<file path="src/rtl/gat_pkg.sv">
// ---------------------------------------------------------------------------
// gat_pkg : shared types and constants for the GAT BRAM readout blocks
// Revision: 1.0
// ---------------------------------------------------------------------------
`default_nettype none

package gat_pkg;

  localparam int NEW_FEATURE_WIDTH = 32;
  localparam int BRAM_LATENCY      = 2;

  typedef enum logic [1:0] {
    IDLE  = 2'd0,
    READ  = 2'd1,
    DRAIN = 2'd2,
    DONE  = 2'd3
  } state_t;

  typedef struct packed {
    logic                         last;
    logic [NEW_FEATURE_WIDTH-1:0] data;
  } feat_entry_t;

endpackage

`default_nettype wire

</file>
<file path="src/rtl/gat_feat_reader_if.sv">
// ---------------------------------------------------------------------------
// gat_feat_reader_if : valid/ready feature stream with master/slave views
// Revision: 1.0
// ---------------------------------------------------------------------------
`default_nettype none

interface gat_feat_reader_if #(
  parameter int W = gat_pkg::NEW_FEATURE_WIDTH
);
  logic [W-1:0] m_tdata;
  logic         m_tvalid;
  logic         m_tready;
  logic         m_tlast;

  modport master (output m_tdata, output m_tvalid, output m_tlast, input m_tready);
  modport slave  (input m_tdata, input m_tvalid, input m_tlast, output m_tready);
endinterface

`default_nettype wire

</file>
<file path="src/rtl/gat_sync_fifo.sv">
// ---------------------------------------------------------------------------
// gat_sync_fifo : single-clock FIFO with full/empty/count, async reset
// Revision: 1.0
// ---------------------------------------------------------------------------
`default_nettype none

module gat_sync_fifo #(
  parameter  int WIDTH = 33,
  parameter  int DEPTH = 4,
  localparam int PTR_W = (DEPTH > 1) ? $clog2(DEPTH) : 1,
  localparam int CNT_W = $clog2(DEPTH + 1)
) (
  input  logic             clk,
  input  logic             rst,
  input  logic             push,
  input  logic [WIDTH-1:0] wdata,
  input  logic             pop,
  output logic [WIDTH-1:0] rdata,
  output logic             full,
  output logic             empty,
  output logic [CNT_W-1:0] count
);

  logic [WIDTH-1:0] mem_q [DEPTH];
  logic [PTR_W-1:0] wr_ptr_q, wr_ptr_d;
  logic [PTR_W-1:0] rd_ptr_q, rd_ptr_d;
  logic [CNT_W-1:0] count_q, count_d;
  logic             do_push, do_pop;

  function automatic logic [PTR_W-1:0] ptr_inc(input logic [PTR_W-1:0] p);
    return (p == PTR_W'(DEPTH - 1)) ? '0 : p + 1'b1;
  endfunction

  always_comb begin
    do_pop   = pop && (count_q != '0);
    do_push  = push && (count_q != CNT_W'(DEPTH));
    wr_ptr_d = do_push ? ptr_inc(wr_ptr_q) : wr_ptr_q;
    rd_ptr_d = do_pop  ? ptr_inc(rd_ptr_q) : rd_ptr_q;
    count_d  = count_q + CNT_W'(do_push) - CNT_W'(do_pop);
  end

  always_ff @(posedge clk or posedge rst) begin
    if (rst) begin
      wr_ptr_q <= '0;
      rd_ptr_q <= '0;
      count_q  <= '0;
    end else begin
      wr_ptr_q <= wr_ptr_d;
      rd_ptr_q <= rd_ptr_d;
      count_q  <= count_d;
    end
  end

  // Storage carries no reset; only the pointers define what is valid.
  always_ff @(posedge clk) begin
    if (do_push) begin
      mem_q[wr_ptr_q] <= wdata;
    end
  end

  assign rdata = mem_q[rd_ptr_q];
  assign full  = (count_q == CNT_W'(DEPTH));
  assign empty = (count_q == '0);
  assign count = count_q;

endmodule

`default_nettype wire

</file>
<file path="src/rtl/gat_feat_reader.sv">
// ---------------------------------------------------------------------------
// gat_feat_reader : sweeps the new-feature BRAM and streams it out valid/ready
// Revision: 1.0
// ---------------------------------------------------------------------------
`default_nettype none

module gat_feat_reader
  import gat_pkg::*;
#(
  parameter int NEW_FEATURE_WIDTH  = gat_pkg::NEW_FEATURE_WIDTH,
  parameter int NUM_SUBGRAPHS      = 2708,
  parameter int NUM_FEATURE_OUT    = 16,
  parameter int NEW_FEATURE_DEPTH  = NUM_SUBGRAPHS * NUM_FEATURE_OUT,
  parameter int NEW_FEATURE_ADDR_W = $clog2(NEW_FEATURE_DEPTH),
  parameter int BRAM_LATENCY       = gat_pkg::BRAM_LATENCY,
  parameter int FIFO_DEPTH         = BRAM_LATENCY + 2
) (
  input  logic                          clk,
  input  logic                          rst,
  input  logic                          start,
  output logic                          busy,
  output logic                          done,
  output logic                          feat_bram_enb,
  output logic [NEW_FEATURE_ADDR_W-1:0] feat_bram_addrb,
  input  logic [NEW_FEATURE_WIDTH-1:0]  feat_bram_dout,
  gat_feat_reader_if.master             m_axis
);

  localparam int IF_W  = $clog2(BRAM_LATENCY + 1);
  localparam int CNT_W = $clog2(FIFO_DEPTH + 1);
  localparam int CR_W  = $clog2(FIFO_DEPTH + BRAM_LATENCY + 2);
  localparam int ROW_W = (NUM_FEATURE_OUT > 1) ? $clog2(NUM_FEATURE_OUT) : 1;
  localparam logic [NEW_FEATURE_ADDR_W-1:0] LAST_ADDR = NEW_FEATURE_ADDR_W'(NEW_FEATURE_DEPTH - 1);
  localparam logic [ROW_W-1:0]              ROW_LAST  = ROW_W'(NUM_FEATURE_OUT - 1);

  state_t                        state_q, state_d;
  logic [NEW_FEATURE_ADDR_W-1:0] addr_q, addr_d;
  logic [ROW_W-1:0]              row_q, row_d;
  logic [BRAM_LATENCY-1:0]       vld_q, vld_d;
  logic [BRAM_LATENCY-1:0]       tag_q, tag_d;

  logic              issue, pop, push;
  logic              fifo_full, fifo_empty;
  logic [CNT_W-1:0]  fifo_count;
  logic [IF_W-1:0]   inflight;
  logic [CR_W-1:0]   credit_used;
  feat_entry_t       wr_entry, rd_entry;

  // Credit = post-pop occupancy plus reads still travelling through the BRAM.
  always_comb begin
    inflight = '0;
    for (int i = 0; i < BRAM_LATENCY; i++) begin
      inflight = inflight + IF_W'(vld_q[i]);
    end
    pop         = !fifo_empty && m_axis.m_tready;
    credit_used = CR_W'(fifo_count) - CR_W'(pop) + CR_W'(inflight);
    issue       = (state_q == READ) && (credit_used < CR_W'(FIFO_DEPTH))
                  && !(fifo_full && !pop);
    push        = vld_q[BRAM_LATENCY-1];
  end

  always_comb begin
    vld_d[0] = issue;
    tag_d[0] = issue && (row_q == ROW_LAST);
    for (int i = 1; i < BRAM_LATENCY; i++) begin
      vld_d[i] = vld_q[i-1];
      tag_d[i] = tag_q[i-1];
    end
  end

  always_comb begin
    state_d = state_q;
    addr_d  = addr_q;
    row_d   = row_q;
    case (state_q)
      IDLE: begin
        if (start) begin
          state_d = READ;
          addr_d  = '0;
          row_d   = '0;
        end
      end
      READ: begin
        if (issue) begin
          row_d = (row_q == ROW_LAST) ? '0 : row_q + 1'b1;
          if (addr_q == LAST_ADDR) begin
            state_d = DRAIN;
          end else begin
            addr_d = addr_q + 1'b1;
          end
        end
      end
      DRAIN: begin
        if (pop && (fifo_count == CNT_W'(1)) && (inflight == '0)) begin
          state_d = DONE;
        end
      end
      DONE:    state_d = IDLE;
      default: state_d = IDLE;
    endcase
  end

  always_ff @(posedge clk or posedge rst) begin
    if (rst) begin
      state_q <= IDLE;
      addr_q  <= '0;
      row_q   <= '0;
      vld_q   <= '0;
      tag_q   <= '0;
    end else begin
      state_q <= state_d;
      addr_q  <= addr_d;
      row_q   <= row_d;
      vld_q   <= vld_d;
      tag_q   <= tag_d;
    end
  end

  always_comb begin
    wr_entry      = '0;
    wr_entry.last = tag_q[BRAM_LATENCY-1];
    wr_entry.data = feat_bram_dout;
  end

  gat_sync_fifo #(
    .WIDTH ($bits(feat_entry_t)),
    .DEPTH (FIFO_DEPTH)
  ) u_fifo (
    .clk   (clk),
    .rst   (rst),
    .push  (push),
    .wdata (wr_entry),
    .pop   (pop),
    .rdata (rd_entry),
    .full  (fifo_full),
    .empty (fifo_empty),
    .count (fifo_count)
  );

  assign busy            = (state_q == READ) || (state_q == DRAIN);
  assign done            = (state_q == DONE);
  assign feat_bram_enb   = issue;
  assign feat_bram_addrb = addr_q;

  // Head is masked while empty so idle outputs read as zero.
  assign m_axis.m_tvalid = !fifo_empty;
  assign m_axis.m_tdata  = fifo_empty ? '0 : rd_entry.data;
  assign m_axis.m_tlast  = !fifo_empty && rd_entry.last;

endmodule

`default_nettype wire

</file>
<file path="src/flat_wrapper.sv">
// flat-port wrapper written by rule: the top's interface ports become plain ports
module gat_feat_reader_flat import gat_pkg::*;
#(
  parameter int NEW_FEATURE_WIDTH  = gat_pkg::NEW_FEATURE_WIDTH,
  parameter int NUM_SUBGRAPHS      = 2708,
  parameter int NUM_FEATURE_OUT    = 16,
  parameter int NEW_FEATURE_DEPTH  = NUM_SUBGRAPHS * NUM_FEATURE_OUT,
  parameter int NEW_FEATURE_ADDR_W = $clog2(NEW_FEATURE_DEPTH),
  parameter int BRAM_LATENCY       = gat_pkg::BRAM_LATENCY,
  parameter int FIFO_DEPTH         = BRAM_LATENCY + 2
)
  (clk, rst, start, busy, done, feat_bram_enb, feat_bram_addrb, feat_bram_dout, m_axis_m_tdata, m_axis_m_tvalid, m_axis_m_tlast, m_axis_m_tready);
  gat_feat_reader_if #(.W(32)) m_axis_i ();
  input  logic clk;
  input  logic rst;
  input  logic start;
  output logic busy;
  output logic done;
  output logic feat_bram_enb;
  output logic [NEW_FEATURE_ADDR_W-1:0] feat_bram_addrb;
  input  logic [NEW_FEATURE_WIDTH-1:0] feat_bram_dout;
  output wire logic [$bits(m_axis_i.m_tdata)-1:0] m_axis_m_tdata;
  output wire logic [$bits(m_axis_i.m_tvalid)-1:0] m_axis_m_tvalid;
  output wire logic [$bits(m_axis_i.m_tlast)-1:0] m_axis_m_tlast;
  input wire logic [$bits(m_axis_i.m_tready)-1:0] m_axis_m_tready;
  assign m_axis_m_tdata = m_axis_i.m_tdata;
  assign m_axis_m_tvalid = m_axis_i.m_tvalid;
  assign m_axis_m_tlast = m_axis_i.m_tlast;
  assign m_axis_i.m_tready = m_axis_m_tready;
  gat_feat_reader #(.NEW_FEATURE_WIDTH(NEW_FEATURE_WIDTH), .NUM_SUBGRAPHS(NUM_SUBGRAPHS), .NUM_FEATURE_OUT(NUM_FEATURE_OUT), .NEW_FEATURE_DEPTH(NEW_FEATURE_DEPTH), .NEW_FEATURE_ADDR_W(NEW_FEATURE_ADDR_W), .BRAM_LATENCY(BRAM_LATENCY), .FIFO_DEPTH(FIFO_DEPTH)) u_core (.clk(clk), .rst(rst), .start(start), .busy(busy), .done(done), .feat_bram_enb(feat_bram_enb), .feat_bram_addrb(feat_bram_addrb), .feat_bram_dout(feat_bram_dout), .m_axis(m_axis_i));
endmodule
</file>
<file path="config.mk">
export PLATFORM = sky130hd
export DESIGN_NAME = gat_feat_reader_flat
export DESIGN_NICKNAME = d
export VERILOG_FILES = /design/src/rtl/gat_pkg.sv /design/src/rtl/gat_feat_reader_if.sv /design/src/rtl/gat_sync_fifo.sv /design/src/rtl/gat_feat_reader.sv /design/src/flat_wrapper.sv
export SDC_FILE = /design/constraint.sdc
export NUM_CORES = 1
export LEC_CHECK = 0
export ABC_AREA = 1
export CORE_ASPECT_RATIO = 1.4
export CORE_MARGIN = 1
export CORE_UTILIZATION = 30
export CTS_BUF_LIST = sky130_fd_sc_hd__clkbuf_4 sky130_fd_sc_hd__clkbuf_8 sky130_fd_sc_hd__clkbuf_16
export CTS_CLUSTER_SIZE = 25
export DETAILED_ROUTE_END_ITERATION = 8
export GPL_ROUTABILITY_DRIVEN = 0
export GPL_TIMING_DRIVEN = 0
export PLACE_DENSITY_LB_ADDON = 0.12
export SYNTH_ARGS = -nofsm -noshare
export SYNTH_HDL_FRONTEND = slang
export SYNTH_SLANG_ARGS = --single-unit
</file>
<file path="constraint.sdc">
create_clock -name clk -period 6.45 [get_ports clk]
set_input_delay 1.29 -clock clk [delete_from_list [all_inputs] [get_ports clk]]
set_output_delay 1.29 -clock clk [all_outputs]
set_load 0.01 [all_outputs]
</file>
After elaboration in Yosys (flattened, before gate mapping) --
Memory sizes are Yosys's and may differ from the RTL's. Cells that the tools add are included.
Storage, ports and cells: memories 1, word-level logic and storage cells 74, bits in writable memories 132, flip-flop bits (word level) 33, bits of input ports 36, output and inout port bits 53
Memory list:
- u_core.u_fifo.mem_q | depth 4, bits a word 33, rd ports 1, clocked after memory_dff 0, write ports 1, RTL line gat_sync_fifo.sv:24 | logic [WIDTH-1:0] mem_q [DEPTH];
Cells by class: magnitude comparators 1, muxes and demuxes 18, equal/unequal tests 15, reduce and logical (&&, ||, !) cells 22, $add $sub $neg 9
Operators with widths (number):
- 16-bit two-way mux | 3
- 32-bit two-way mux | 1
- 16-bit case mux with 2 select lines | 1
- 16-bit by 1-bit adder with 16-bit output, second input constant | 1
- 16-bit equality test, second input constant | 1
- 2-bit two-way mux | 6
- 4-bit two-way mux | 3
- 1-bit logical AND | 10
- 2-bit equality test, second input constant | 4
- 2-bit case mux with 4 select lines | 1
- 4-bit case mux with 2 select lines | 1
- 4-bit AND reduction | 2
- 2-bit by 1-bit inequality test with 1-bit output, second input constant | 3
- 3-bit by 1-bit subtractor with 3-bit output | 2
- 2-bit by 1-bit adder with 2-bit output, second input constant | 2
- 4-bit by 1-bit adder with 4-bit output, second input constant | 1
- 4-bit equality test, second input constant | 1
- 2-bit logical NOT | 2
- 2-bit inequality test, second input constant | 2
- 3-bit by 1-bit adder with 3-bit output | 1
- 3-bit by 2-bit adder with 3-bit output | 1
- 3-bit by 1-bit equality test with 1-bit output, second input constant | 1
- 3-bit equality test, second input constant | 1
- 1-bit logical NOT | 3
- other kinds (10) | 11

Longest topological paths before layout --
depth in word-level cells 10, gate-level depth with buffers 16, mapped depth without buffers 15

Hierarchy --
Synthesis repeated with hierarchy kept, for this count alone.
Unflattened totals: cells, all modules 792, area, all modules 8025.2 µm²
By module, submodules not included:
- gat_sync_fifo | area each 5936.9 µm², times used 1, seq. area each 4139.0 µm², cells an instance 446
- gat_feat_reader | area each 2088.3 µm², times used 1, seq. area each 650.6 µm², cells an instance 346

Worst setup path before layout --
OpenSTA, ideal clock, no wires.
path kind input-to-output, start point in m_axis_m_tready, end point out feat_bram_enb, data required time 5.160 ns, cell stages on the path 10, path slack 2.673 ns, arrival 2.487 ns, path buffers 0, cells stage by stage inv_1 -> nor2_1 -> ha_1 -> inv_1 -> ha_1 -> nand3_1 -> nand2_1 -> nand2_2 -> nand3_4 -> inv_1
Between the ends: cells in the longest elaborated chain, start to end 6, elaborated cells on any way between the ends 9, those cells by class 2 x add/sub; 1 x order compare; 6 x reduce/logical
RTL lines:
- start: declaration | RTL line flat_wrapper.sv:25 | input wire logic [$bits(m_axis_i.m_tready)-1:0] m_axis_m_tready;
- 1-bit logical AND (*) | RTL line gat_feat_reader.sv:55 | pop = !fifo_empty && m_axis.m_tready;
- 3-bit by 1-bit subtractor with 3-bit output | RTL line gat_feat_reader.sv:56 | credit_used = CR_W'(fifo_count) - CR_W'(pop) + CR_W'(inflight);
- 3-bit by 2-bit adder with 3-bit output | RTL line gat_feat_reader.sv:56
- 3-bit < comparator | RTL line gat_feat_reader.sv:57 | issue = (state_q == READ) && (credit_used < CR_W'(FIFO_DEPTH))
- 1-bit logical AND | RTL line gat_feat_reader.sv:57
- 1-bit logical AND (*) | RTL line gat_feat_reader.sv:58 | && !(fifo_full && !pop);
- end: declaration | RTL line flat_wrapper.sv:19 | output logic feat_bram_enb;
Mark *: on every way between the ends. The rest lies on a longest branch, timed or not.

Worst setup path after layout --
Same ends and word-level chain as after synthesis.

==> flow_metrics.tcl <==
set metrics [dict create \
    routedWlPerCell_um 16.4 \
    fin_skew_ps 8.70 \
    ys_seq_area_share_pct 65.1 \
    path_max_fanout 6 \
    timing.final.crit_share_pct 78.1 \
    tightestPinTransition_ps 767 \
    slowest_stage "clkdlybuf4s50_1" \
    critPathArrivalTime_ps 3750 \
    vias_per_cell 4.66 \
    status "finished, final reports clean" \
    crit_chain "clkdlybuf4s50_1, inv_1, nor2_1, ha_1, inv_1, ha_1, nand3_1, nand2_1, nand2_2, nand3_4, inv_1, clkdlybuf4s50_1" \
    postCtsSetupRepairBufs 0 \
    die_w_um 134 \
    dpl.hpwl_mm 12.3 \
    root_buffer "clkbuf_16" \
    nNetsFinal 877 \
    antenna_found_initial 1 \
    crit_path_end_kind "primary output" \
    yosys.area.top_type_share_pct 53.9 \
    dieArea_um2 25200 \
    rsz0062_at_grt "no" \
    insertion_delay_ps 420 \
    final_common_cell "nor2_1" \
    layout_common_cells "174 x nor2_1, 132 x edfxtp_1, 97 x nand2_1" \
    cap_violations 0 \
    power_mw 4.03 \
    clk_pin_slew_ps 70 \
    dp_slack_ps 1330 \
    syn_inst 711 \
    critPathKind "in -> out" \
    finalHoldViolations 0 \
    synth-seq-cells 165 \
    fin_crit_ps 5040 \
    hold_buffers 0 \
    power.leakage_nw 3.47 \
    core_um2 24000 \
    cp_num_buf_inv 5 \
    routed_wl_mm 18.8 \
    io_buffers 88 \
    grt_start_max_net_pins 34 \
    setup_violations 0 \
    cts_max_level 4 \
    num_rows 67 \
    drcViolationCount 0 \
    syn-num-nets 766 \
    drtPass1Iterations 4 \
    crit_path_start_kind "input port" \
    critPathMaxStageDelay_ps 530 \
    cts_resized 0 \
    synth_top_area_cell "edfxtp_1" \
    grtUsageTotal_pct 15.6 \
    synth.avg_cell_area_um2 10.4 \
    cp_common_cell "inv_1" \
    cts_buffer_depth 2 \
    setup_slack_ps 1410 \
    grt_first_pass_wirelength_mm 29.6 \
    finalMaxSlewViolations 0 \
    hold_class "reg -> reg" \
    clkSinkCount 165 \
    fmax_ghz 0.199 \
    initial_core_util_pct 30.7 \
    maxSlewHeadroom_pct 48.8 \
    vias 5343 \
    ant_nets 0 \
    ioPinCount 89 \
    tns_ps 0 \
    syn-cell-area_um2 7360 \
    cts_tree "built" \
    p_per_area_nw_per_um2 432 \
    yosysWarnings 0 \
    critPathTopFamily "buffers and inverters" \
    drtIter0Drc 297 \
    drive_gt1_share_pct 8.26 \
    grt_remaining_overflow 0 \
    area_growth_syn_to_layout_pct 26.8 \
    required_ps 5160 \
    die_height_um 187 \
    ys_types 32 \
    numCtsBuffers 17 \
    grt_pass1_vias 5465 \
    ir_drop_v 0.000195 \
    synthTopCellsByArea "edfxtp_1 54%, dfrtp_1 11%, nor2_1 9.1%" \
    hold_ws_ps 363 \
]
[metrics by stage]
step	instances	util, %	instance area [um2]
3_5_place_dp	1113	36.5	8740
2_1_floorplan	711	-	7360
3_3_place_gp	1109	36.0	8630
5_1_grt	1145	38.9	9330
4_1_cts	1145	38.9	9330
6_report	1146	38.9	9330
[registers in the layout (all words and copies together), names as in the netlist]
register	flops
u_core.feat_bram_addrb	16
u_core.state_q	2
u_core.tag_q	2
u_core.vld_q	2
u_core.u_fifo.wr_ptr_q	2
u_core.u_fifo.mem_q	132
u_core.u_fifo.count	3
u_core.u_fifo.rd_ptr_q	2
u_core.row_q	4
[report_power, final]
| group | total [mW] | switching, mW | internal (mW) | leakage [nW] |
|---|---|---|---|---|
| sequential | 1.34 | 0.0595 | 1.28 | 1.64 |
| combinational | 1.70 | 1.01 | 0.687 | 1.55 |
| clock | 0.997 | 0.478 | 0.519 | 0.284 |
[area by class of cell]
cell class | instances | area [um2]
fillers | 2396 | 14600
diodes | 1 | 2.50
clock buffers | 17 | 425
clock inverters | 15 | 163
repair buffers | 92 | 961
inverters | 51 | 193
plain buffers | 31 | 141
flip-flops and latches | 165 | 4790
multi-input cells | 464 | 2270
well taps | 310 | 388
[metal layers]
metal / share of wire [%] / vias to the layer above / global-route usage, %
met3: 5.0 / 14 / 3.47
li1: - / 2622 / -
met1: 41 / 2572 / 18.0
met4: 1.1 / 0 / 4.71
met5: 0 / - / 0
met2: 53 / 135 / 28.4
[path summary, 6_finish.rpt]
kind / start / end / slack [ps] / cells after the start
setup / recovery: m_axis_m_tready / feat_bram_enb / 1410 / 12
hold / removal: u_core.tag_q[0] / u_core.tag_q[1] / 360 / 0
setup reg to reg: u_core.u_fifo.count[1] / u_core.feat_bram_addrb[13] / 3470 / 14
hold reg to reg: u_core.tag_q[0] / u_core.tag_q[1] / 360 / 0
max in group asynchronous: rst / u_core.tag_q[1] / 4610 / 2
min in group asynchronous: rst / u_core.feat_bram_addrb[10] / 1340 / 2
[Yosys cell counts (all sizes together)]
master and count:
a211oi 1, a21oi 36, a31oi 1, buf 12, clkbuf 19, clkinv 3, dfrtp 33, edfxtp 132
fa 1, ha 18, inv 48, nand2 102, nand3 25, nand4 14, nor2 178, nor3 3
nor3b 1, o21ai 74, o21bai 2, or2 1, xnor2 2, xor2 5
[worst register-to-register path, cell delays in order, from the launching register on]
cell and delay, ps:
dfrtp_1 470, nor2_1 110, nand2_1 110, clkinv_1 250
nor2_1 430, ha_1 220, inv_1 40, ha_1 260
nand3_1 120, nand2_1 70, nand2_2 80, nand3_4 110
o21ai_2 420, nand3_1 130, nand2_1 90
[logic make-up (layout without fill, tap and decap cells)]
| family | Yosys count | in the layout | synth area share (%) |
|---|---|---|---|
| simple gates | 324 | 324 | 18.2 |
| flops | 165 | 165 | 65.1 |
| xor+xnor | 7 | 7 | 0.833 |
| other cells | 0 | 1 | 0 |
| fa+ha+maj | 19 | 19 | 3.33 |
| compound gates | 114 | 114 | 8.02 |
| buf+inv | 82 | 206 | 4.54 |
No activity file was read; power rests on OpenSTA's default activity.
